===== src/rtl/serial_arith_pkg.sv =====
// Shared definitions for the bit-serial add/subtract datapaths.
// Holds the control FSM state encoding and the default operand width.
package serial_arith_pkg;

  localparam int SERIAL_W_DEFAULT = 4;

  typedef enum logic [1:0] {
    IDLE  = 2'b00,
    SHIFT = 2'b01,
    DONE  = 2'b10
  } state_t;

endpackage : serial_arith_pkg


===== src/rtl/full_subtractor.sv =====
// One-bit full subtractor, x - y - bin; purely combinational, zero latency.
// No flow control: the outputs follow the inputs.
module full_subtractor (
  input  logic i_x,
  input  logic i_y,
  input  logic i_bin,
  output logic o_d,
  output logic o_bout
);

  logic w_xy_diff;

  assign w_xy_diff = i_x ^ i_y;
  assign o_d       = w_xy_diff ^ i_bin;
  // Borrow out when y exceeds x, or when they are equal and a borrow is pending.
  assign o_bout    = (~i_x & i_y) | (~w_xy_diff & i_bin);

endmodule : full_subtractor


===== src/rtl/serial_subtractor.sv =====
// Bit-serial unsigned A-B, LSB first: St at edge k -> Busy in cycles k+1..k+N, Done in cycle k+N+1.
// No backpressure: Ld/St are only honoured in IDLE/DONE and ignored while shifting.
module serial_subtractor
  import serial_arith_pkg::*;
#(
  parameter int N  = SERIAL_W_DEFAULT,
  parameter int CW = $clog2(N)
) (
  input  logic         CLK,
  input  logic         Rst_n,
  input  logic         Ld,
  input  logic [N-1:0] A,
  input  logic [N-1:0] B,
  input  logic         St,
  output logic [N-1:0] Diff,
  output logic         Borrow,
  output logic         Busy,
  output logic         Done
);

  state_t        r_state;
  logic [N-1:0]  r_acc;
  logic [N-1:0]  r_sub;
  logic          r_borrow;
  logic [CW-1:0] r_cnt;
  logic          r_busy;
  logic          r_done;

  logic          w_d;
  logic          w_bout;

  full_subtractor u_fs (
    .i_x    (r_acc[0]),
    .i_y    (r_sub[0]),
    .i_bin  (r_borrow),
    .o_d    (w_d),
    .o_bout (w_bout)
  );

  always_ff @(posedge CLK) begin
    if (!Rst_n) begin
      r_state  <= IDLE;
      r_acc    <= '0;
      r_sub    <= '0;
      r_borrow <= 1'b0;
      r_cnt    <= '0;
      r_busy   <= 1'b0;
      r_done   <= 1'b0;
    end else begin
      r_done <= 1'b0;
      case (r_state)
        IDLE, DONE: begin
          r_state <= IDLE;
          r_busy  <= 1'b0;
          // Ld has priority over St when both arrive together.
          if (Ld) begin
            r_acc    <= A;
            r_sub    <= B;
            r_borrow <= 1'b0;
          end else if (St) begin
            r_cnt    <= '0;
            r_borrow <= 1'b0;
            r_state  <= SHIFT;
            r_busy   <= 1'b1;
          end
        end
        SHIFT: begin
          r_acc    <= {w_d, r_acc[N-1:1]};
          r_sub    <= {1'b0, r_sub[N-1:1]};
          r_borrow <= w_bout;
          r_cnt    <= r_cnt + 1'b1;
          if (r_cnt == CW'(N - 1)) begin
            r_state <= DONE;
            r_busy  <= 1'b0;
            r_done  <= 1'b1;
          end
        end
        default: begin
          r_state <= IDLE;
          r_busy  <= 1'b0;
        end
      endcase
    end
  end

  assign Diff   = r_acc;
  assign Borrow = r_borrow;
  assign Busy   = r_busy;
  assign Done   = r_done;

endmodule : serial_subtractor


===== config.mk =====
export PLATFORM = sky130hd
export DESIGN_NAME = serial_subtractor
export DESIGN_NICKNAME = d
export VERILOG_FILES = /design/src/rtl/serial_arith_pkg.sv /design/src/rtl/full_subtractor.sv /design/src/rtl/serial_subtractor.sv
export SDC_FILE = /design/constraint.sdc
export NUM_CORES = 1
export LEC_CHECK = 0
export ABC_AREA = 1
export BUFFER_PORTS_ARGS = -buffer_cell sky130_fd_sc_hd__buf_2
export CAP_MARGIN = 0
export CORE_MARGIN = 4
export CORE_UTILIZATION = 40
export DETAILED_ROUTE_END_ITERATION = 6
export GPL_TIMING_DRIVEN = 1
export PLACE_DENSITY = 0.66
export SYNTH_ARGS = -nofsm -noshare
export SYNTH_HDL_FRONTEND = slang
export SYNTH_SLANG_ARGS = --single-unit

===== constraint.sdc =====
create_clock -name CLK -period 3 [get_ports CLK]
set_input_delay 0 -clock CLK [delete_from_list [all_inputs] [get_ports CLK]]
set_output_delay 0 -clock CLK [all_outputs]
set_load 0.02 [all_outputs]

==> results of run 1 <==
[where the power goes]
part           switching [mW]  internal, mW
sequential            0.00661         0.214
combinational          0.0566        0.0331
clock                  0.0683        0.0495
[layer usage]
layer | vias up | track usage (%) | routed length, µm
met5 | - | 0 | 0
met4 | 0 | 8.07 | 42
met3 | 4 | 2.92 | 56
met2 | 11 | 18.9 | 635
met1 | 285 | 15.6 | 660
li1 | 365 | - | -
[metrics by stage]
| stage | util [%] | power [mW] | hold slack, ps | setup slack (ps) | cells |
|---|---|---|---|---|---|
| finish | 50.0 | 0.428 | 17.8 | 1730 | 151 |
| global route | 50.0 | 0.459 | 25.9 | 1630 | 151 |
| CTS | 50.0 | 0.435 | 10.6 | 1740 | 151 |
| detailed placement | 47.8 | 0.314 | 234 | 1750 | 146 |
| global placement | 47.8 | 0.313 | 231 | 1790 | 146 |
| floorplan | - | 0.295 | 135 | 1790 | 107 |
[worst min-delay path, stage by stage]
cell	delay (ps)
buf_2	90
nand2_1	50
nand3_1	60
o21ai_0	60
[layout make-up]
class	instances	area, µm²
fill	190	863
multi-input combinational	68	329
sequential	15	300
timing repair buffer	19	100
inverter	20	75.1
tap	25	31.3
clock buffer	3	22.5
clock inverter	1	5.00
[cells in the final DEF, fill, tap and decap left out, drive strengths merged, types with 2 or more instances in the layout]
cell type,n
nand3,11
a21oi,9
dfxtp,15
clkbuf,3
nor3,2
o21ai,4
inv,20
nor2,6
nand2,33
buf,18
[state kept, by name, summed over array words and instances, names as in the netlist]
name,count
Borrow,1
r_sub,4
Done,1
r_state,2
Diff,4
Busy,1
r_cnt,2
[kinds of logic (layout without fill, tap and decap cells)]
group                    Yosys count  in the layout
AND/OR/NAND/NOR                   53             53
buffers and inverters             24             43
adder cells (fa/ha/maj)            2              2
AO/OA/AOI/OAI                     13             13
flip-flops                        15             15
[worst paths after layout]
kind	endpoint	slack [ps]	depth (start not counted)
setup / recovery	Diff[3]	1730	7
hold / removal	Borrow	20	4
setup reg to reg	Diff[3]	1730	7
hold reg to reg	r_cnt[0]	470	1
==> flow_metrics.env, run 1 <==
export IMPL_place_area_um2=826
export IMPL_insertion_delay_ps=280
export IMPL_antenna_found_initial=0
export IMPL_cts_tree="built"
export IMPL_synthSimpleGateAreaFrac_pct=31.5
export IMPL_hpwl_um=960
export IMPL_syn_area_per_cell_um2=6.88
export IMPL_drive_above_1_share_pct=20.6
export IMPL_cts_buffers=3
export IMPL_areaGrowthSynthToFinish_pct=17.3
export IMPL_drt_wirelength_per_cell_um=9.23
export IMPL_post_cts_buffers=0
export IMPL_yosysMostFrequentCell="nand2_1"
export IMPL_setup_viol=0
export IMPL_fin_nets=141
export IMPL_syn_nets=121
export IMPL_start_util_pct=42.6
export IMPL_first_global_vias=552
export IMPL_yosys_area_top_type="dfxtp_1"
export IMPL_synth_fa_ha_area_share_pct=4.42
export IMPL_fin_area_um2=863
export IMPL_crit_path_top_delay_cell="fa_1"
export IMPL_die_w_um=50.9
export IMPL_clk_pin_slew_ps=90
export IMPL_clockBufferDepth=2
export IMPL_cp_arrival_ps=1450
export IMPL_synthCells=107
export IMPL_firstDrtPassIters=4
export IMPL_grt_max_degree=18
export IMPL_maxSlewHeadroom_pct=79.3
export IMPL_clock_fmax_mhz=790
export IMPL_synth_enable_flop_cells=0
export IMPL_status="complete, no violations"
export IMPL_cts_resized=0
export IMPL_netlist_area_um2=736
export IMPL_cp_cell_sequence="inv_1 > fa_1 > inv_1 > nand2_1 > nand2_1 > nor2_1 > nor2_1"
export IMPL_end_kind="register"
export IMPL_synth_top_area_share_pct=40.8
export IMPL_crit_buf_inv=2
export IMPL_rsz0062_at_grt="no"
export IMPL_synth_xor_area_share_pct=0
export IMPL_antenna_left=0
export IMPL_tightest_slew_ps=309
export IMPL_max_vdd_ir_drop_mv=0.230
export IMPL_vias=665
export IMPL_tns_ps=0
export IMPL_worstReg2RegStart="Diff[0]"
export IMPL_critPathTopFamily="adder cells"
export IMPL_synthFlopType="dfxtp_1"
export IMPL_cts_sinks=15
export IMPL_startpoint_type="register"
export IMPL_row_count=15
export IMPL_cpPeakStageDelay_ps=500
export IMPL_yosys_warnings=0
export IMPL_hp_start="St"
export IMPL_antennaDiodeCount=0
export IMPL_p_leak_nw=0.472
export IMPL_min_period_ps=1270
export IMPL_grt_overflow_total=0
export IMPL_critPathKind="register to register"
export IMPL_synth_seq_area_share_pct=40.8
export IMPL_grt_pass1_wl_um=2410
export IMPL_finalMaxSlewViolations=0
export IMPL_synth_compound_area_share_pct=8.84
export IMPL_cp_max_fo=2
export IMPL_grtUsageTotal_pct=12.4
export IMPL_coreArea_um2=1730
export IMPL_synth_common_cells="31 x nand2_1, 19 x inv_1, 15 x dfxtp_1"
export IMPL_crit_path_start="Diff[0]"
export IMPL_synth_area_top_cells="dfxtp_1 41%, nand2_1 16%, inv_1 9.7%, nand3_1 7.5%, a21oi_1 6.1%"
export IMPL_hold_buffers=1
export IMPL_route_detailed_drc=0
export IMPL_ys_types=19
export IMPL_io_pins=19
export IMPL_die_area_um2=2590
export IMPL_synthArstFlopShare_pct=0
export IMPL_synthMuxAreaShare_pct=0
export IMPL_period_share_pct=42.2
export IMPL_gp_routability_congestion=0.742
export IMPL_power_density_nw_per_um2=495
export IMPL_ys_ff_latch=15
export IMPL_required_ps=3190
export IMPL_synth_top_family_by_area="simple AND/OR/NAND/NOR gates"
export IMPL_viasPerCell=4.40
export IMPL_cap_violations=0
export IMPL_fp_dieH_um=50.9
export IMPL_hold_viol_final=0
export IMPL_cts_root_buf="clkbuf_4"
export IMPL_drt_wl_total_um=1390
export IMPL_ctsHtreeMaxLevel=1
export IMPL_drt_iter0_drc=6
export IMPL_portBuffers=18
export IMPL_hp_class="primary input to register"
export IMPL_finClkSkew_ps=1.94
Note: power is estimated with default switching activity, not from simulation.
==> inputs of run 2 (changes only) <==
Clock period 3 ns to 1.29 ns, I/O delays scaled along.
==> run 2 against run 1 <==
- combinational power is 140% higher
- via count is 2.0% higher
- routed wire length is 0.22% lower
- global-route usage is 0.77 points lower
- core utilization is 1.0 points higher
- final cell count is 1.3% higher
- worst hold slack worse by 8.1 ps
- sequential power is 130% higher
==> flow_metrics.env, run 2 (synthesized netlist as in run 1, its figures left out) <==
export IMPL_combPwrFrac_pct=21.6
export IMPL_viasPerCell=4.43
export IMPL_worst_slack_ps=64.4
export IMPL_first_global_vias=544
export IMPL_clockBufferDepth=2
export IMPL_p_leak_nw=0.481
export IMPL_die_w_um=50.9
export IMPL_setup_viol=0
export IMPL_cts_root_buf="clkbuf_4"
export IMPL_portBuffers=18
export IMPL_clk_pin_slew_ps=100
export IMPL_r2r_slack_ps=60
export IMPL_start_util_pct=42.6
export IMPL_cts_buffers=3
export IMPL_hpwl_um=1020
export IMPL_cts_sinks=15
export IMPL_clock_fmax_mhz=816
export IMPL_place_inst=148
export IMPL_grt_max_degree=15
export IMPL_p_switching_mw=0.306
export IMPL_rsz0062_at_grt="yes"
export IMPL_ctsHtreeMaxLevel=1
export IMPL_finalMaxSlewViolations=0
export IMPL_route_detailed_drc=0
export IMPL_finClkSkew_ps=7.64
export IMPL_gp_routability_congestion=0.768
export IMPL_hp_class="primary input to register"
export IMPL_drive_above_1_share_pct=24.2
export IMPL_drt_wl_total_um=1390
export IMPL_max_vdd_ir_drop_mv=0.706
export IMPL_clockPowerShare_pct=27.2
export IMPL_cp_arrival_ps=1410
export IMPL_startpoint_type="register"
export IMPL_tightest_slew_ps=305
export IMPL_dpl_worst_slack_ps=53.8
export IMPL_grt_pass1_wl_um=2240
export IMPL_cts_tree="built"
export IMPL_cp_max_fo=2
export IMPL_worstReg2RegEnd="Diff[3]"
export IMPL_antennaDiodeCount=0
export IMPL_drt_wirelength_per_cell_um=9.09
export IMPL_final_cells=153
export IMPL_whs_path_depth=4
export IMPL_period_share_pct=95.0
export IMPL_internal_power_mw=0.696
export IMPL_sw_frac_of_total_pct=30.5
export IMPL_antenna_left=0
export IMPL_place_area_um2=841
export IMPL_grtUsageTotal_pct=11.6
export IMPL_row_count=15
export IMPL_insertion_delay_ps=280
export IMPL_critPathKind="register to register"
export IMPL_r2r_cells=6
export IMPL_hp_start="St"
export IMPL_tns_ps=0
export IMPL_fin_nets=143
export IMPL_maxSlewHeadroom_pct=79.7
export IMPL_hold_slack_ps=9.66
export IMPL_min_to="Borrow"
export IMPL_die_area_um2=2590
export IMPL_fin_area_um2=881
export IMPL_drt_iter0_drc=16
export IMPL_coreArea_um2=1730
export IMPL_vias=678
export IMPL_antenna_found_initial=0
export IMPL_areaGrowthSynthToFinish_pct=19.7
export IMPL_final_cell_mix="31 x nand2_1, 18 x inv_1, 18 x buf_2"
export IMPL_firstDrtPassIters=4
export IMPL_fillers=187
export IMPL_final_common_cell="nand2_1"
export IMPL_grt_overflow_total=0
export IMPL_total_power_mw=1.00
export IMPL_min_period_ps=1230
export IMPL_utilization_pct=51.0
export IMPL_power_density_nw_per_um2=1140
export IMPL_end_kind="register"
export IMPL_hold_viol_final=0
export IMPL_status="complete, no violations"
export IMPL_io_pins=19
export IMPL_cap_violations=0
export IMPL_required_ps=1480
export IMPL_seqPwrFrac_pct=51.2
export IMPL_fp_dieH_um=50.9
export IMPL_worstReg2RegStart="r_sub[0]"
-- run 2: cell types whose count changed in the layout (fill, tap and decap cells not counted), sizes merged --
cell,delta
buf,+2
-- run 2: repair_timing --
| action | CTS | global route |
|---|---|---|
| endpoints found under the hold margin | 1 | 0 |
| endpoints found under the setup margin | 0 | 1 |
| hold buffers | 1 | 0 |
| resized for setup | 0 | 3 |
| buffers inserted | 0 | 0 |
-- run 2: worst max-delay path, stage by stage, from the launching register on --
cell	delay, ps
dfxtp_2	340
fa_1	530
inv_1	40
nand2_1	50
nand2_1	40
nor2_1	100
nor2_1	40
-- run 2: worst max-delay path by stage --
stage	cells past startpoint	slack (ps)	from	end
floorplan	6	80	Borrow	Diff[3]
global placement	7	70	Diff[0]	Diff[3]
detailed placement	7	50	Diff[0]	Diff[3]
CTS	7	50	Diff[0]	Diff[3]
global route	6	-30	r_sub[0]	Diff[3]
finish	6	60	r_sub[0]	Diff[3]
-- run 2: power groups by stage --
stage / Combinational, mW / Sequential (mW) / Clock, mW
after detailed placement: 0.216 / 0.523 / 0
final: 0.216 / 0.514 / 0.272
after floorplan: 0.148 / 0.537 / 0
after global routing: 0.251 / 0.517 / 0.299
after global placement: 0.214 / 0.522 / 0
after CTS: 0.219 / 0.512 / 0.281
-- run 2: cell type report --
type / instances / area, µm² / area share (%)
timing repair buffer: 21 / 115 / 13.1
tap: 25 / 31.3 / 3.55
clock buffer: 3 / 22.5 / 2.56
clock inverter: 1 / 5.00 / 0.568
sequential: 15 / 303 / 34.4
multi-input combinational: 68 / 329 / 37.4
inverter: 20 / 75.1 / 8.52
-- run 2: per-layer routing --
metal	vias to the layer above	wire (µm)	global-route usage, %
met4	0	21	8.07
met2	15	655	17.2
met5	-	0	0
met3	2	78	2.92
met1	294	636	14.8
li1	367	-	-
